**src/rtl/compressor_bist_ctrl.sv**
```systemverilog
`default_nettype none
//==============================================================================
// Module      : compressor_bist_ctrl
// Description : BIST sequencer for a 4:2 compressor. It walks a synchronous
//               vector ROM, drives each stimulus, checks the compressor
//               response and reports pass/fail with saturating error counts.
//               Optional first-failure log enabled by macro BIST_FAIL_LOG_EN.
// Revision    : 1.0 - initial release
//==============================================================================
module compressor_bist_ctrl #(
    parameter int NUM_VECTORS = 32,
    parameter int ADDR_W      = 5,
    parameter int ERR_W       = 7
) (
    input  logic              clk,
    input  logic              reset_n,
    input  logic              start,
    output logic [ADDR_W-1:0] vec_addr,
    input  logic [7:0]        vec_data,
    output logic              dut_cin,
    output logic [3:0]        dut_i,
    input  logic              dut_c,
    input  logic              dut_cout,
    input  logic              dut_s,
    output logic              busy,
    output logic              done,
    output logic              pass,
    output logic [ERR_W-1:0]  err_count,
    output logic [ADDR_W:0]   vec_count
`ifdef BIST_FAIL_LOG_EN
    ,
    output logic              fail_valid,
    output logic [ADDR_W-1:0] fail_addr,
    output logic [2:0]        fail_obs
`endif
);

    localparam logic [ADDR_W-1:0] c_LAST_ADDR = ADDR_W'(NUM_VECTORS - 1);
    localparam logic [ERR_W-1:0]  c_ERR_MAX   = '1;

    typedef enum logic [2:0] {
        S_IDLE  = 3'd0,
        S_FETCH = 3'd1,
        S_APPLY = 3'd2,
        S_CHECK = 3'd3,
        S_DONE  = 3'd4
    } state_t;

    state_t            r_state;
    state_t            w_state_next;

    logic [ADDR_W-1:0] r_vec_addr;
    logic              r_dut_cin;
    logic [3:0]        r_dut_i;
    logic [2:0]        r_expected;
    logic [ERR_W-1:0]  r_err_count;
    logic [ADDR_W:0]   r_vec_count;
    logic              r_busy;
    logic              r_done;

    logic              w_launch;
    logic              w_last;
    logic              w_mismatch;
    logic [2:0]        w_observed;

    assign w_observed = {dut_c, dut_cout, dut_s};
    assign w_launch   = start && ((r_state == S_IDLE) || (r_state == S_DONE));
    assign w_last     = (r_vec_addr == c_LAST_ADDR);
    assign w_mismatch = (w_observed != r_expected);

    always_comb begin
        w_state_next = r_state;
        unique case (r_state)
            S_IDLE:  if (start) w_state_next = S_FETCH;
            S_FETCH: w_state_next = S_APPLY;
            S_APPLY: w_state_next = S_CHECK;
            S_CHECK: w_state_next = w_last ? S_DONE : S_FETCH;
            S_DONE:  if (start) w_state_next = S_FETCH;
            default: w_state_next = S_IDLE;
        endcase
    end

    // done is delayed one cycle behind entry to DONE, so it rises
    // 3*NUM_VECTORS+1 edges after the edge that sampled start.
    always_ff @(posedge clk) begin
        if (!reset_n) begin
            r_state     <= S_IDLE;
            r_vec_addr  <= '0;
            r_dut_cin   <= 1'b0;
            r_dut_i     <= '0;
            r_expected  <= '0;
            r_err_count <= '0;
            r_vec_count <= '0;
            r_busy      <= 1'b0;
            r_done      <= 1'b0;
        end else begin
            r_state <= w_state_next;
            r_busy  <= (w_state_next == S_FETCH) || (w_state_next == S_APPLY) ||
                       (w_state_next == S_CHECK);
            r_done  <= (r_state == S_DONE) && (w_state_next == S_DONE);

            if (w_launch) begin
                r_vec_addr  <= '0;
                r_err_count <= '0;
                r_vec_count <= '0;
            end

            if (r_state == S_APPLY) begin
                r_dut_cin  <= vec_data[7];
                r_dut_i    <= vec_data[6:3];
                r_expected <= vec_data[2:0];
            end

            if (r_state == S_CHECK) begin
                r_vec_count <= r_vec_count + 1'b1;
                if (w_mismatch && (r_err_count != c_ERR_MAX)) begin
                    r_err_count <= r_err_count + 1'b1;
                end
                if (!w_last) begin
                    r_vec_addr <= r_vec_addr + 1'b1;
                end
            end
        end
    end

`ifdef BIST_FAIL_LOG_EN
    logic              r_fail_valid;
    logic [ADDR_W-1:0] r_fail_addr;
    logic [2:0]        r_fail_obs;

    // Only the first mismatch of a run is kept.
    always_ff @(posedge clk) begin
        if (!reset_n) begin
            r_fail_valid <= 1'b0;
            r_fail_addr  <= '0;
            r_fail_obs   <= '0;
        end else if (w_launch) begin
            r_fail_valid <= 1'b0;
            r_fail_addr  <= '0;
            r_fail_obs   <= '0;
        end else if ((r_state == S_CHECK) && w_mismatch && !r_fail_valid) begin
            r_fail_valid <= 1'b1;
            r_fail_addr  <= r_vec_addr;
            r_fail_obs   <= w_observed;
        end
    end

    assign fail_valid = r_fail_valid;
    assign fail_addr  = r_fail_addr;
    assign fail_obs   = r_fail_obs;
`endif

    assign vec_addr  = r_vec_addr;
    assign dut_cin   = r_dut_cin;
    assign dut_i     = r_dut_i;
    assign busy      = r_busy;
    assign done      = r_done;
    assign pass      = r_done && (r_err_count == '0);
    assign err_count = r_err_count;
    assign vec_count = r_vec_count;

endmodule
`default_nettype wire
```
**config.mk**
```make
export PLATFORM = sky130hd
export DESIGN_NAME = compressor_bist_ctrl
export DESIGN_NICKNAME = d
export VERILOG_FILES = /design/src/rtl/compressor_bist_ctrl.sv
export SDC_FILE = /design/constraint.sdc
export NUM_CORES = 1
export LEC_CHECK = 0
export CAP_MARGIN = 15
export CORE_MARGIN = 2
export CORE_UTILIZATION = 25
export CTS_BUF_LIST = sky130_fd_sc_hd__clkbuf_4
export CTS_CLUSTER_DIAMETER = 150
export DETAILED_ROUTE_END_ITERATION = 10
export PLACE_DENSITY = 0.51
export SLEW_MARGIN = 20
export SYNTH_ARGS = -nofsm -noshare
export SYNTH_HDL_FRONTEND = slang
export SYNTH_SLANG_ARGS = --single-unit
export TNS_END_PERCENT = 5
```
**constraint.sdc**
```tcl
create_clock -name clk -period 2.05 [get_ports clk]
set_clock_uncertainty 0.2 [all_clocks]
set_input_delay 0.205 -clock clk [delete_from_list [all_inputs] [get_ports clk]]
set_output_delay 0.205 -clock clk [all_outputs]
set_load 0.05 [all_outputs]
```
==> flow_metrics.py, run 1 <==
metrics = {
    "cells_and_area": {
        "finalNonFillerCells": 289,
        "stdcell_area_um2": 2092,
        "layout-drive-gt1-share_pct": 17.76,
        "diodes": 0,
        "multi_input_area_um2": 807.0,
        "nets": 232,
        "area_growth_pct": 41.46,
        "fillerInstances": 643,
        "ff_latch_area_um2": 631.9,
        "utilization_pct": 35.97,
    },
    "worst_setup_path": {
        "crit_arrival_ps": 1570,
        "cp_slowest_cell": "clkdlybuf4s50_1",
        "crit_required_ps": 1640,
        "crit_path_max_fanout": 5,
        "crit_chain": "clkdlybuf4s50_1",
        "path_buf_inv": 1,
        "cpPeakStageDelay_ps": 830,
        "path_class": "reg2out",
        "cp-end-kind": "output pin",
        "critPathLaunchType": "register",
        "cp_top_family": "buffers and inverters",
    },
    "logic_synthesis": {
        "seq_area_frac_synth_pct": 41.96,
        "ys_warn_count": 0,
        "synth_top_area_cell": "dfxtp_1",
        "avgSynthCellArea_um2": 9.186,
        "synth_ff_type": "dfxtp_1",
        "yosysMostFrequentCell": "dfxtp_1",
        "syn_nets": 180,
        "synth_top_area_share_pct": 41.96,
        "synth_edf_count": 0,
        "synth-async-reset-ratio_pct": 0,
        "synthTopCellsByArea": "dfxtp_1, mux2i_1, nor2_1",
        "ys_top_cells_by_count": "dfxtp_1, nor2_1, nand2_1",
        "netlist_instances": 161,
        "ys_ff_latch": 31,
        "synth.distinct_cells": 43,
        "synthesis.area_um2": 1479,
    },
    "drt": {
        "ant_nets": 0,
        "drtPass1Iterations": 4,
        "drtIter0Drc": 51,
        "avgViaCountPerCell": 4.585,
        "wl_per_cell_um": 11.78,
        "vias": 1325,
        "drcViolationCount": 0,
        "drt-total-wl_um": 3405,
    },
    "placement": {
        "gp_congestion": 0.7941,
        "placed_area_um2": 2028,
        "dp.cells": 280,
        "dp_hpwl_um": 2498,
        "io_buffers": 39,
    },
    "die": {
        "pin_count": 40,
        "dieHeight_um": 80.92,
        "die_x_um": 80.92,
        "initial_core_util_pct": 25.43,
        "die_area_um2": 6547,
        "num_rows": 28,
        "core_um2": 5816,
    },
    "grt": {
        "grt_pass1_wl_um": 5775,
        "grt_max_degree": 24,
        "first_global_vias": 1229,
        "grt_antenna_before_repair": 0,
        "grt-ovfl-total": 0,
        "grtUsageTotal_pct": 11.65,
    },
    "hold_path": {
        "hold_class": "reg2reg",
    },
    "outcome": {
        "outcome": "finished, final reports clean",
    },
    "power_and_ir_drop": {
        "seqPwrFrac_pct": 50.4,
        "p_int_mw": 0.8921,
        "peakVddDrop_v": 0.0004144,
        "pwr-share-clk_pct": 26.9,
        "power_switching_mw": 0.3901,
        "p_per_area_nw_per_um2": 612.9,
        "p_leak_nw": 0.8044,
        "combPwrFrac_pct": 22.7,
        "netSwitchingFraction_pct": 30.42,
    },
    "sta": {
        "maxSlewViolCount": 0,
        "tns_ps": 0,
        "period_needed_ps": 1980,
        "worst_pin_slew_ps": 516.6,
        "rsz0062_at_grt": "true",
        "period_share_pct": 96.57,
        "setup_viol_count_final": 0,
        "hold_viol_final": 0,
        "max_freq_ghz": 0.5051,
        "maxSlewHeadroom_pct": 65.45,
    },
    "cts": {
        "cts_buffers": 5,
        "path_clk_slew_ps": 100,
        "htreeDepth": 2,
        "cts_tree": "yes",
        "clk_path_buf_depth": 2,
        "cts-root-buf": "clkbuf_4",
        "clkLatencyLatePin_ps": 330,
        "cts_num_sinks": 31,
    },
    "job": {
        "maxCapViolCount": 0,
    },
}
[layer usage]
metal | vias to the layer above | GRT usage (%) | share of wire (%)
met5 | - | 0 | 0
li1 | 683 | - | -
met1 | 601 | 15.21 | 48
met2 | 34 | 17.11 | 44
met3 | 7 | 4.333 | 6.4
met4 | 0 | 5.085 | 1.9
[state kept, by name (all words and copies together), names as in the netlist]
name and count:
dut_i 4, vec_count 6, busy 1, done 1
dut_cin 1, r_expected 3, vec_addr 5, err_count 7
r_state 3
[area by class of cell]
cell class	instances	share of cell area (%)
Multi-Input combinational cell	117	38.58
Clock buffer	6	2.153
Timing Repair Buffer	50	22.79
Inverter	8	1.435
Clock inverter	2	0.3589
Tap cell	75	4.486
Sequential cell	31	30.20
[cells by family (layout without fill, tap and decap cells)]
logic type	Yosys count	count (layout)	share of synthesized area, %
and+or+nand+nor	68	68	25.64
DFF	31	31	41.96
AOI/OAI and AO/OA	27	27	12.78
buffers and inverters	13	66	4.061
muxes	12	12	8.376
adders and majority gates	5	5	4.230
xor gates and xnor gates	5	5	2.961
[timing repair]
item | in CTS | in global routing
hold buffers | 0 | 0
pin swaps | 0 | 1
resized for setup | 1 | 2
endpoints found under the setup margin | 1 | 2
setup buffers | 0 | 1
hold endpoints to repair | 0 | 0
[through the flow]
step	hold slack, ps	power (mW)	setup slack, ps
floorplan	124.1	0.8529	-54.46
global placement	280.0	0.9508	70.78
detailed placement	280.0	0.9530	57.56
CTS	271.6	1.312	21.43
global route	287.9	1.374	-22.31
finish	291.1	1.282	70.33
[layout by cell type, fill, tap and decap left out, types with 3 or more instances in the layout]
master,instances
a21oi_1,10
nand3b_1,3
nand3_1,7
inv_1,8
nand2_1,12
nand4_1,4
dfxtp_2,3
o21ai_0,5
dfxtp_1,26
clkdlybuf4s50_1,33
nor3_1,6
mux2_2,3
xnor2_1,5
mux2i_1,9
ha_1,4
buf_4,14
clkbuf_4,6
nor2_1,20
[path summary, 6_finish.rpt]
path / start / to / slack (ps) / depth (start not counted)
max reg2reg: vec_addr[0] / vec_addr[3] / 90 / 7
min: err_count[0] / err_count[0] / 290 / 1
max: vec_count[3] / vec_count[3] / 70 / 1
min reg2reg: err_count[0] / err_count[0] / 290 / 1
[power by group through the flow]
stage                     Clock (mW)  Combinational [mW]  Sequential [mW]
after floorplan                    0               0.144            0.709
after global placement             0               0.290            0.661
after detailed placement           0               0.292            0.661
after CTS                      0.372               0.293            0.647
after global routing           0.405               0.318            0.651
final                          0.345               0.291            0.646
Power figures use the tool's default switching activity.
==> run 2: changes to the inputs <==
CTS_CLUSTER_SIZE = 16   (was default)
GPL_TIMING_DRIVEN = 0   (was default)
MAX_ROUTING_LAYER = met4   (was default)
==> run 2 against run 1 <==
Combinational power is 3% lower. Setup slack worse by 27 ps. Total power is 2.0% higher. Critical endpoint is now vec_addr[3]. Design area is 1.3% lower. Die area stayed put. Wire length is 3.3% higher.
==> flow_metrics.py, run 2 (synthesis gave the netlist of run 1 again) <==
metrics = {
    "outcome": {
        "outcome": "finished, final reports clean",
    },
    "power_and_ir_drop": {
        "seqPwrFrac_pct": 49.6,
        "pwr-share-clk_pct": 28.9,
        "p_int_mw": 0.9039,
        "combPwrFrac_pct": 21.5,
        "p_per_area_nw_per_um2": 633.3,
        "power_switching_mw": 0.4035,
        "p_leak_nw": 0.7926,
        "peakVddDrop_v": 0.0003754,
        "netSwitchingFraction_pct": 30.86,
        "p_total_mw": 1.307,
    },
    "cts": {
        "clkLatencyLatePin_ps": 330,
        "cts_num_sinks": 31,
        "clk_path_buf_depth": 2,
        "hold_buffers": 0,
        "path_clk_slew_ps": 100,
        "cts_tree": "yes",
        "cts_buffers": 5,
        "cts-root-buf": "clkbuf_4",
        "htreeDepth": 2,
    },
    "sta": {
        "setup_viol_count_final": 0,
        "maxSlewViolCount": 0,
        "maxSlewHeadroom_pct": 60.21,
        "period_needed_ps": 2006,
        "setup_ws_ps": 43.61,
        "period_share_pct": 97.87,
        "max_freq_ghz": 0.4984,
        "rsz0062_at_grt": "true",
        "hold_viol_final": 0,
        "fin_hold_ws_ps": 273.4,
        "worst_pin_slew_ps": 596.1,
    },
    "hold_path": {
        "worstHoldPathCells": 3,
        "holdPathEnd": "r_expected[1]",
        "hold_class": "in2reg",
        "min_from": "vec_data[1]",
    },
    "job": {
        "maxCapViolCount": 0,
    },
    "die": {
        "dieHeight_um": 80.92,
        "die_area_um2": 6547,
        "pin_count": 40,
        "initial_core_util_pct": 25.43,
        "die_x_um": 80.92,
        "core_um2": 5816,
        "num_rows": 28,
    },
    "grt": {
        "grtUsageTotal_pct": 12.02,
        "first_global_vias": 1193,
        "grt_pass1_wl_um": 5823,
        "grt-ovfl-total": 0,
        "grt_max_degree": 11,
        "grt_antenna_before_repair": 0,
    },
    "worst_setup_path": {
        "crit_arrival_ps": 2080,
        "critPathLaunchType": "register",
        "ff2ff_setup_slack_ps": 40,
        "path_class": "reg2reg",
        "rr_worst_depth": 7,
        "timing.rr.end": "vec_addr[3]",
        "cp-end-kind": "register",
        "crit_required_ps": 2120,
        "crit_path_max_fanout": 6,
        "r2r_start": "vec_addr[0]",
    },
    "cells_and_area": {
        "most-common-layout-cells": "clkdlybuf4s50_1, dfxtp_1, nor2_1, nand2_1, a21oi_1",
        "nets": 227,
        "multi_input_area_um2": 828.3,
        "finalNonFillerCells": 284,
        "layout-drive-gt1-share_pct": 14.83,
        "stdcell_area_um2": 2064,
        "layout.cells.most_common": "clkdlybuf4s50_1",
        "ff_latch_area_um2": 631.9,
        "fillerInstances": 651,
        "diodes": 0,
        "largest_reg_flops": 7,
        "area_growth_pct": 39.59,
    },
    "drt": {
        "drcViolationCount": 0,
        "avgViaCountPerCell": 4.606,
        "drtPass1Iterations": 4,
        "ant_nets": 0,
        "vias": 1308,
        "drtIter0Drc": 63,
        "wl_per_cell_um": 12.38,
        "drt-total-wl_um": 3517,
    },
    "placement": {
        "io_buffers": 39,
        "dp_hpwl_um": 2520,
        "dp.cells": 275,
        "gp_congestion": 0.8066,
        "dp_slack_ps": -138.1,
        "placed_area_um2": 1981,
    },
}
## run 2: timing repair
action	4_1_cts	5_1_grt
pin swaps	1	0
endpoints found under the hold margin	0	0
setup endpoints to repair	8	8
gates resized for setup	9	6
setup buffers	1	0
## run 2: critical path, stage by stage (launching register included)
cell and delay [ps]:
dfxtp_4 370, ha_2 200, and3_4 190, ha_4 170
and4bb_4 360, nand4_1 100, mux2_2 270, nor2_1 70
## run 2: worst max-delay path by stage
stage | startpoint | end | slack, ps | cells past startpoint
2_1_floorplan | err_count[1] | pass | -50 | 4
3_3_place_gp | vec_addr[0] | vec_addr[3] | -120 | 7
3_5_place_dp | vec_addr[0] | vec_addr[3] | -140 | 7
4_1_cts | vec_addr[0] | vec_addr[3] | -50 | 7
5_1_grt | vec_addr[0] | vec_addr[3] | -40 | 7
6_report | vec_addr[0] | vec_addr[3] | 40 | 7
## run 2: metal layers
layer	part of all wire, %	GRT usage [%]	vias to the layer above
met5	0	-	-
met4	1.3	3.559	0
met3	6.1	3.778	6
met2	43	17.27	44
met1	50	16.14	584
li1	-	-	674
## run 2: stage by stage
stage | utilization [%] | TNS [ps]
2_1_floorplan | - | -245.2
3_3_place_gp | 34.06 | -361.8
3_5_place_dp | 34.06 | -324.2
4_1_cts | 35.37 | -84.26
5_1_grt | 35.50 | -35.28
6_report | 35.50 | 0
## run 2: cell type report
type                    count  area share (%)
plain buffers               5           1.455
repair buffers             40           19.03
clock buffers               7           2.545
clock inverters             1          0.2424
flip-flops and latches     31           30.61
inverters                   8           1.455
well taps                  75           4.545
multi-input cells         117           40.12
## run 2: power groups by stage
stage	clock, mW	sequential (mW)	combinational [mW]
floorplan	0	0.709	0.144
global placement	0	0.661	0.282
detailed placement	0	0.661	0.281
CTS	0.401	0.649	0.284
global route	0.430	0.653	0.307
finish	0.378	0.648	0.281
==> run 3: changes to the inputs <==
CAP_MARGIN = 40   (was 15)
==> results of run 3 <==
Same layout as run 2: the final DEF is identical, and so are final timing and power.
